### config.mk
export PLATFORM = sky130hd
export DESIGN_NAME = alu_sequencer
export DESIGN_NICKNAME = d
export VERILOG_FILES = /design/src/rtl/alu_seq_pkg.sv /design/src/rtl/alu_seq_fsm.sv /design/src/rtl/alu_sequencer.sv
export SDC_FILE = /design/constraint.sdc
export NUM_CORES = 1
export LEC_CHECK = 0
export ABC_CLOCK_PERIOD_IN_PS = 2100
export BUFFER_PORTS_ARGS = -buffer_cell sky130_fd_sc_hd__buf_2
export CAP_MARGIN = 0
export CORE_UTILIZATION = 24
export CTS_BUF_LIST = sky130_fd_sc_hd__clkbuf_16
export CTS_CLUSTER_DIAMETER = 80
export DETAILED_ROUTE_END_ITERATION = 10
export GPL_ROUTABILITY_DRIVEN = 0
export PLACE_DENSITY = 0.56
export SETUP_SLACK_MARGIN = 0.05
export SLEW_MARGIN = 20
export SYNTH_ARGS = -nofsm -noshare
export SYNTH_HDL_FRONTEND = slang
export SYNTH_SLANG_ARGS = --single-unit
### constraint.sdc
create_clock -name clk -period 2.1 [get_ports clk]
set_input_delay 0.21 -clock clk [delete_from_list [all_inputs] [get_ports clk]]
set_output_delay 0.21 -clock clk [all_outputs]
set_load 0.02 [all_outputs]
### src/rtl/alu_seq_pkg.sv
// Shared encodings for the ALU sequencer: instruction classes, FSM states,
// ALU modes, flag bit positions and the instruction word layout.
package alu_seq_pkg;

  localparam int unsigned INSN_W = 16;
  localparam int unsigned CLS_W  = 4;
  localparam int unsigned MODE_W = 4;
  localparam int unsigned ARG_W  = 8;
  localparam int unsigned FLAG_W = 4;

  localparam logic [CLS_W-1:0] CLS_NOP     = 4'd0;
  localparam logic [CLS_W-1:0] CLS_ALU_MEM = 4'd1;
  localparam logic [CLS_W-1:0] CLS_ALU_IMM = 4'd2;
  localparam logic [CLS_W-1:0] CLS_STORE   = 4'd3;
  localparam logic [CLS_W-1:0] CLS_JMP     = 4'd4;
  localparam logic [CLS_W-1:0] CLS_JZ      = 4'd5;
  localparam logic [CLS_W-1:0] CLS_JC      = 4'd6;
  localparam logic [CLS_W-1:0] CLS_HALT    = 4'd7;

  typedef enum logic [2:0] {
    S_FETCH  = 3'd0,
    S_DECODE = 3'd1,
    S_MEM    = 3'd2,
    S_EXEC   = 3'd3,
    S_HALT   = 3'd4
  } state_e;

  localparam logic [MODE_W-1:0] MODE_ADD   = 4'b0000;
  localparam logic [MODE_W-1:0] MODE_SUB   = 4'b0001;
  localparam logic [MODE_W-1:0] MODE_PASS1 = 4'b0010;
  localparam logic [MODE_W-1:0] MODE_PASS2 = 4'b0011;
  localparam logic [MODE_W-1:0] MODE_AND   = 4'b0100;
  localparam logic [MODE_W-1:0] MODE_OR    = 4'b0101;
  localparam logic [MODE_W-1:0] MODE_XOR   = 4'b0110;
  localparam logic [MODE_W-1:0] MODE_NOT   = 4'b0111;
  localparam logic [MODE_W-1:0] MODE_SHL   = 4'b1000;
  localparam logic [MODE_W-1:0] MODE_SHR   = 4'b1001;
  localparam logic [MODE_W-1:0] MODE_ROL   = 4'b1010;
  localparam logic [MODE_W-1:0] MODE_ROR   = 4'b1011;
  localparam logic [MODE_W-1:0] MODE_INC   = 4'b1100;
  localparam logic [MODE_W-1:0] MODE_DEC   = 4'b1101;
  localparam logic [MODE_W-1:0] MODE_XNOR  = 4'b1110;
  localparam logic [MODE_W-1:0] MODE_NEG   = 4'b1111;

  localparam int unsigned FLAG_Z = 3;
  localparam int unsigned FLAG_C = 2;
  localparam int unsigned FLAG_S = 1;
  localparam int unsigned FLAG_O = 0;

  typedef struct packed {
    logic [CLS_W-1:0]  cls;
    logic [MODE_W-1:0] mode;
    logic [ARG_W-1:0]  arg;
  } insn_t;

  function automatic logic is_alu_cls(input logic [CLS_W-1:0] cls);
    return (cls == CLS_ALU_MEM) || (cls == CLS_ALU_IMM);
  endfunction

endpackage

### src/rtl/alu_seq_fsm.sv
// Sequencer state machine: state register plus next-state and strobe decode.
module alu_seq_fsm
  import alu_seq_pkg::*;
(
  input  logic             clk,
  input  logic             rst,
  input  logic [CLS_W-1:0] pm_cls,
  input  logic [CLS_W-1:0] ir_cls,
  output state_e           state_q,
  output logic             dm_re_c,
  output logic             dm_we_c,
  output logic             alu_en_c,
  output logic             halted_c
);

  state_e state_d;

  always_ff @(posedge clk or posedge rst) begin
    if (rst) state_q <= S_FETCH;
    else     state_q <= state_d;
  end

  // Memory-operand reads are launched from the word arriving in DECODE.
  always_comb begin
    state_d  = state_q;
    dm_re_c  = 1'b0;
    dm_we_c  = 1'b0;
    alu_en_c = 1'b0;
    halted_c = 1'b0;
    case (state_q)
      S_FETCH:  state_d = S_DECODE;
      S_DECODE: begin
        if (pm_cls == CLS_ALU_MEM) begin
          dm_re_c = 1'b1;
          state_d = S_MEM;
        end else begin
          state_d = S_EXEC;
        end
      end
      S_MEM:    state_d = S_EXEC;
      S_EXEC: begin
        alu_en_c = is_alu_cls(ir_cls);
        dm_we_c  = (ir_cls == CLS_STORE);
        state_d  = (ir_cls == CLS_HALT) ? S_HALT : S_FETCH;
      end
      S_HALT:   halted_c = 1'b1;
      default:  state_d = S_FETCH;
    endcase
  end

endmodule

### src/rtl/alu_sequencer.sv
// Multi-cycle control unit: fetches, decodes and sequences the shared ALU;
// owns PC, IR, accumulator, flags and the data-memory strobes.
module alu_sequencer
  import alu_seq_pkg::*;
#(
  parameter int unsigned PC_W   = 8,
  parameter int unsigned DATA_W = 8
) (
  input  logic              clk,
  input  logic              rst,
  output logic [PC_W-1:0]   pm_addr,
  input  logic [15:0]       pm_data,
  output logic [7:0]        dm_addr,
  output logic              dm_re,
  input  logic [DATA_W-1:0] dm_rdata,
  output logic              dm_we,
  output logic [DATA_W-1:0] dm_wdata,
  output logic [DATA_W-1:0] alu_op1,
  output logic [DATA_W-1:0] alu_op2,
  output logic [3:0]        alu_mode,
  output logic              alu_en,
  input  logic [DATA_W-1:0] alu_out,
  input  logic [3:0]        alu_flags,
  output logic [DATA_W-1:0] acc,
  output logic [3:0]        flags,
  output logic              halted
);

  insn_t             pm_insn;
  insn_t             ir_q, ir_d;
  logic [PC_W-1:0]   pc_q, pc_d;
  logic [DATA_W-1:0] acc_q, acc_d;
  logic [DATA_W-1:0] op1_q, op1_d;
  logic [FLAG_W-1:0] flags_q, flags_d;
  state_e            state;
  logic              dm_re_c, dm_we_c, alu_en_c, halted_c;

  assign pm_insn = insn_t'(pm_data);

  alu_seq_fsm u_fsm (
    .clk      (clk),
    .rst      (rst),
    .pm_cls   (pm_insn.cls),
    .ir_cls   (ir_q.cls),
    .state_q  (state),
    .dm_re_c  (dm_re_c),
    .dm_we_c  (dm_we_c),
    .alu_en_c (alu_en_c),
    .halted_c (halted_c)
  );

  always_ff @(posedge clk or posedge rst) begin
    if (rst) begin
      pc_q    <= '0;
      ir_q    <= '0;
      acc_q   <= '0;
      op1_q   <= '0;
      flags_q <= '0;
    end else begin
      pc_q    <= pc_d;
      ir_q    <= ir_d;
      acc_q   <= acc_d;
      op1_q   <= op1_d;
      flags_q <= flags_d;
    end
  end

  // op1 holds the immediate from DECODE, overwritten by memory data in MEM.
  always_comb begin
    pc_d    = pc_q;
    ir_d    = ir_q;
    acc_d   = acc_q;
    op1_d   = op1_q;
    flags_d = flags_q;
    case (state)
      S_DECODE: begin
        ir_d  = pm_insn;
        pc_d  = pc_q + PC_W'(1);
        op1_d = DATA_W'(pm_insn.arg);
      end
      S_MEM: op1_d = dm_rdata;
      S_EXEC: begin
        if (alu_en_c) begin
          acc_d   = alu_out;
          flags_d = alu_flags;
        end
        case (ir_q.cls)
          CLS_JMP: pc_d = PC_W'(ir_q.arg);
          CLS_JZ:  if (flags_q[FLAG_Z]) pc_d = PC_W'(ir_q.arg);
          CLS_JC:  if (flags_q[FLAG_C]) pc_d = PC_W'(ir_q.arg);
          default: ;
        endcase
      end
      default: ;
    endcase
  end

  assign pm_addr  = pc_q;
  assign dm_addr  = (state == S_DECODE) ? pm_insn.arg : ir_q.arg;
  assign dm_re    = dm_re_c;
  assign dm_we    = dm_we_c;
  assign dm_wdata = acc_q;
  assign alu_op1  = op1_q;
  assign alu_op2  = acc_q;
  assign alu_mode = ir_q.mode;
  assign alu_en   = alu_en_c;
  assign acc      = acc_q;
  assign flags    = flags_q;
  assign halted   = halted_c;

endmodule
After elaboration in Yosys (flattened, before gate mapping)
Index checks and enable logic that the tools add are counted.
{ "classes": {"n_eq_ne": 15, "reduce_logical": 6, "n_mux": 14, "n_addsub": 1} }
{ "ops": {"columns": ["op", "n"], "rows": [
  ["case mux 8 bit (2 select lines)", 2],
  ["2-to-1 mux 8 bit", 3],
  ["case mux 8 bit (3 select lines)", 1],
  ["== test 4 x 3 -> 1 bit, second input constant", 4],
  ["case mux 3 bit (5 select lines)", 1],
  ["adder 8 x 1 -> 8 bit, second input constant", 1],
  ["== test 4 x 1 -> 1 bit, second input constant", 2],
  ["== test 4 x 2 -> 1 bit, second input constant", 2],
  ["== test 3 x 2 -> 1 bit, second input constant", 2],
  ["2-to-1 mux 1 bit", 6],
  ["!= test 3 bit, second input constant", 2],
  ["!= test 4 bit, second input constant", 1],
  ["AND reduction 4 bit", 1],
  ["nonzero test 2 bit", 2],
  ["== test 3 x 1 -> 1 bit, second input constant", 1],
  ["== test 3 bit, second input constant", 1],
  ["logical NOT 3 bit", 1],
  ["2-to-1 mux 3 bit", 1],
  ["AND reduction 2 bit", 1],
  ["logical OR 1 bit", 1]
]} }
{ "totals": {"output_inout_bits": 60, "regBits": 47} }

Logic depth before layout (Yosys ltp)
{ "depth": {"depth_word": 4, "depth_mapped": 7, "depth_no_buf": 6} }

Hierarchy
From an unflattened synthesis, not the netlist that was laid out.
{ "unflattened": {"cells_unflattened": 218, "hier_area_um2": 2488.6} }
{ "by_module_without_submodules": {"columns": ["module", "seq_area_each_um2", "area_each_um2", "cells_per_inst", "n_inst"], "rows": [
  ["alu_sequencer", 1101.1, 2293.4, 199, 1],
  ["alu_seq_fsm", 75.1, 195.2, 19, 1]
]} }

Least setup slack after synthesis
OpenSTA, ideal clock, no wires.
{ "synth_path": {"path_kind": "register to register", "start": "register u_fsm.state_q[2]", "end": "register acc_q[0] (netlist: acc[0])", "path_buffers": 2, "required_time_ns": 1.975, "stages_incl_launch_ff": 7, "arrival_ns": 1.645, "slack_ns": 0.331, "path_cell_list": "dfrtp_1 > and2b_1 > buf_4 > nand2_4 > nor4_4 > buf_6 > mux2_2"} }
{ "synth_via": {"elab_chain_len": 3} }
{ "synth_rtl": {"columns": ["item", "line_no", "text"], "rows": [
  ["from (decl)", "alu_seq_fsm.sv:9", "output state_e state_q,"],
  ["from (signal assigned)", "alu_seq_fsm.sv:20", "else state_q <= state_d;"],
  ["== test 3 x 2 -> 1 bit", "alu_seq_fsm.sv:30", "case (state_q)"],
  ["2-to-1 mux 1 bit", "alu_seq_fsm.sv:30", null],
  ["named net alu_en", "alu_sequencer.sv:21", "output logic alu_en,"],
  ["AND reduction 2 bit (no source line)", null, null],
  ["to (signal assigned)", "alu_sequencer.sv:56", "acc_q <= '0;"],
  ["to (signal assigned)", "alu_sequencer.sv:62", "acc_q <= acc_d;"],
  ["to (decl)", "alu_sequencer.sv:32", "logic [DATA_W-1:0] acc_q, acc_d;"]
]} }
The timed path passes the listed nets, and every way through them passes these cells.
A chain may end at the register's enable or synchronous reset.

Final worst setup path
{ "layout_path": {"start": "register u_fsm.state_q[2]", "end": "output port dm_addr[3]"} }
{ "layout_via": {"elab_chain_len": 2} }
{ "layout_rtl": {"columns": ["item", "line_no", "text"], "rows": [
  ["== test 3 x 1 -> 1 bit", "alu_sequencer.sv:99", "assign dm_addr = (state == S_DECODE) ? pm_insn.arg : ir_q.arg;"],
  ["2-to-1 mux 8 bit", "alu_sequencer.sv:99", null],
  ["to (decl)", "alu_sequencer.sv:13", "output logic [7:0] dm_addr,"]
]} }
Every way passes these cells.

==> run metrics <==
Crit. End Element=output pin; Area Growth Syn to Fin=30.5%; synth unique cells=around 40; Post-Place Cells=between 400 and 500; Final Non-Filler Cells=423; post-synthesis async set-or-reset flop share=between 90% and 100%; share of layout cells above drive strength 1=just over 50%; CP Launch Type=register; filler cell count=990; clock sink total=47; starting density of the core=approximately 25%; r2r startpoint=ir_q[13]$_DFFE_PP0N_; WL final=roughly 5600 um; CTS tree=done; endpoints failing hold=25; Hold Crit Class=in2async; Mapped Area=2300 um2; post-synthesis sequential area ratio=slightly above 50%; final setup vio count=0; Synthesized Nets=246; Peak VDD IR=~0.00073 V; worst-margin pin slew=between 0.6 and 0.7 ns; diode count=0; Slew HR=between 50 and 60%; most frequent cells in the layout=buf_2 (97), dfrtp_1 (46), mux2_2 (28), nand2_1 (15), o21ai_0 (12); Final Max Tran Viols=0; Mapped Cells=between 200 and 250; critical path's slowest cell=dfrtp_2; LEAKAGE=0.00142 uW; failing checks=negative hold slack; die area=around 10000 um2; NumNets Final=roughly 330; clock root cell=clkbuf_16; worst-skew pair later-pin latency=0.28 ns; Residual DRC=0; via count=approximately 1800; clock period minus worst slack=around 2.0 ns; Pwr Total=roughly 5600 uW; Clk pin slew, worst setup/hold paths=around 0.060 ns; CP peak stage delay=0.45 ns; commonest non-fill, non-tap cell in the layout=buf_2; I/O Pins=98; Max-Cap Viols=0; hold slack final=-0.0193 ns; setup_tns=0 ns; Mean Syn Cell Area=about 11 um2; FMAX=around 500 MHz; core area=roughly 9200 um2; Critical Path AT=about 1.8 ns; r2r endpoint=pm_addr[1]$_DFFE_PP0P_; Req. time, crit path=about 1.9 ns; period utilization=approximately 95%; total CTS buffers=5; Die H=99.9 um; largest net degree at the start of global routing=28; outcome=finished, violations left; GRT Overall Usage=between 10% and 20%; type of the worst setup path=reg2out; row cnt=35; clock tree buffer depth=2; Cell Pwr Density=about 1900 nW/um2; Syn. warnings=0; vias in the first global route=approximately 1800; initial antenna violation count=0; Cell Chain, Critical Path=or2b_1 -> nor2_4 -> buf_6 -> mux2_2 -> buf_2; port bufs=a little under 100; drt first-iter violations=108; Overflow after GRT=0; crit path max fanout=7; Reg2Reg Depth=5; R2R setup slack=around 0.25 ns; Reg area=approximately 1200 um2; post-cts hold buffer count=0; fin area=about 3000 um2; RSZ-0062 raised after global routing=true; mean routed wirelength per cell=~13 um; flops & latches, synth=47; multi-input logic area=just over 900 um2; most common flop cell mapped by yosys=dfrtp_1; global-route wire length before repair=roughly 9100 um; First-pass DRT Iterations=4; Antenna Violating Nets Remaining=0; die width=about 100 um; Final HPWL DP=roughly 4300 um; Via density=between 4 and 5; Final Skew=roughly 0.0049 ns; Post-synth EDFFs=0; Placed Area=~2800 um2; H-tree levels=2
==> layout make-up <==
| cell class | instances | share of cell area (%) |
|---|---|---|
| Multi-Input combinational cell | 125 | 30.5 |
| Clock buffer | 5 | 4.17 |
| Clock inverter | 2 | 0.292 |
| Inverter | 5 | 0.626 |
| Timing Repair Buffer | 110 | 19.8 |
| Sequential cell | 47 | 39.3 |
| Tap cell | 129 | 5.38 |
==> what timing repair did <==
action	CTS	global route
buffers inserted	2	0
cloned	0	0
pin swaps	0	0
setup endpoints to repair	2	9
gates resized for setup	1	5
endpoints found under the hold margin	0	0
==> cells in the mapped netlist (all sizes together), types with 2 or more instances <==
cell type	count	area (um2)
o21ai	12	60.1
o21a	2	15.0
mux2	28	315
nor4	2	27.5
inv	5	18.8
a31oi	2	12.5
o22ai	3	18.8
dfrtp	47	1180
nor2b	4	25.0
nand4	3	18.8
buf	25	183
and2	2	12.5
clkbuf	5	18.8
a22oi	8	60.1
nand3	9	45.0
nand2	16	67.6
a211oi	2	15.0
a21oi	6	30.0
a2bb2oi	2	17.5
nor2	6	22.5
nor3	3	15.0
==> flip-flops by register name (all words and copies together), names as in the netlist <==
| name | flops |
|---|---|
| ir_q | 12 |
| acc | 8 |
| alu_op1 | 8 |
| pm_addr | 8 |
| alu_mode | 4 |
| flags | 4 |
| u_fsm.state_q | 3 |
==> critical path, delay by kind of cell (launching register included) <==
kind	cells	cell delay (ns)
AND/OR/NAND/NOR	2	0.40
buffers and inverters	2	0.31
multiplexers	1	0.34
flip-flops	1	0.45
==> cell families (layout without fill, tap and decap cells) <==
kind of cell,Yosys count,count (layout),synth area share (%)
AO/OA/AOI/OAI,42,42,11.9
XOR/XNOR,1,1,0.381
adder cells (fa/ha/maj),1,1,0.544
buffers and inverters,35,122,9.58
flip-flops,47,47,51.2
multiplexers,28,28,13.7
AND/OR/NAND/NOR,53,53,12.7
==> power by group <==
| part | switching, uW | internal (uW) |
|---|---|---|
| combinational | 1750 | 1260 |
| sequential | 432 | 1370 |
| clock | 320 | 428 |
==> metal layers <==
layer,GRT usage [%],routed length (um)
met1,15.1,2560
met2,19.6,2690
met3,2.86,302
met4,3.39,63
met5,0,0
==> stage by stage <==
stage / hold WS [ns] / util [%] / worst slack [ns]
3_3_place_gp: 0.302 / 30.6 / 0.188
2_1_floorplan: 0.327 / - / 0.331
6_report: -0.0193 / 32.5 / 0.112
4_1_cts: 0.00265 / 32.3 / 0.0429
5_1_grt: 0.0227 / 32.5 / 0.0401
3_5_place_dp: 0.305 / 30.6 / 0.176
==> worst max path at each step <==
stage,end,start,cells past startpoint,slack [ns]
after detailed placement,pm_addr[1]$_DFFE_PP0P_,ir_q[13]$_DFFE_PP0N_,5,0.18
after global routing,dm_addr[6],u_fsm.state_q[2]$_DFFE_PP0N_,5,0.04
after global placement,pm_addr[1]$_DFFE_PP0P_,ir_q[13]$_DFFE_PP0N_,5,0.19
after floorplan,acc[0]$_DFFE_PP0P_,u_fsm.state_q[2]$_DFFE_PP0N_,6,0.33
after CTS,dm_addr[3],u_fsm.state_q[2]$_DFFE_PP0N_,5,0.04
final,dm_addr[3],u_fsm.state_q[2]$_DFFE_PP0N_,5,0.11
Note: power is estimated with default switching activity, not from simulation.
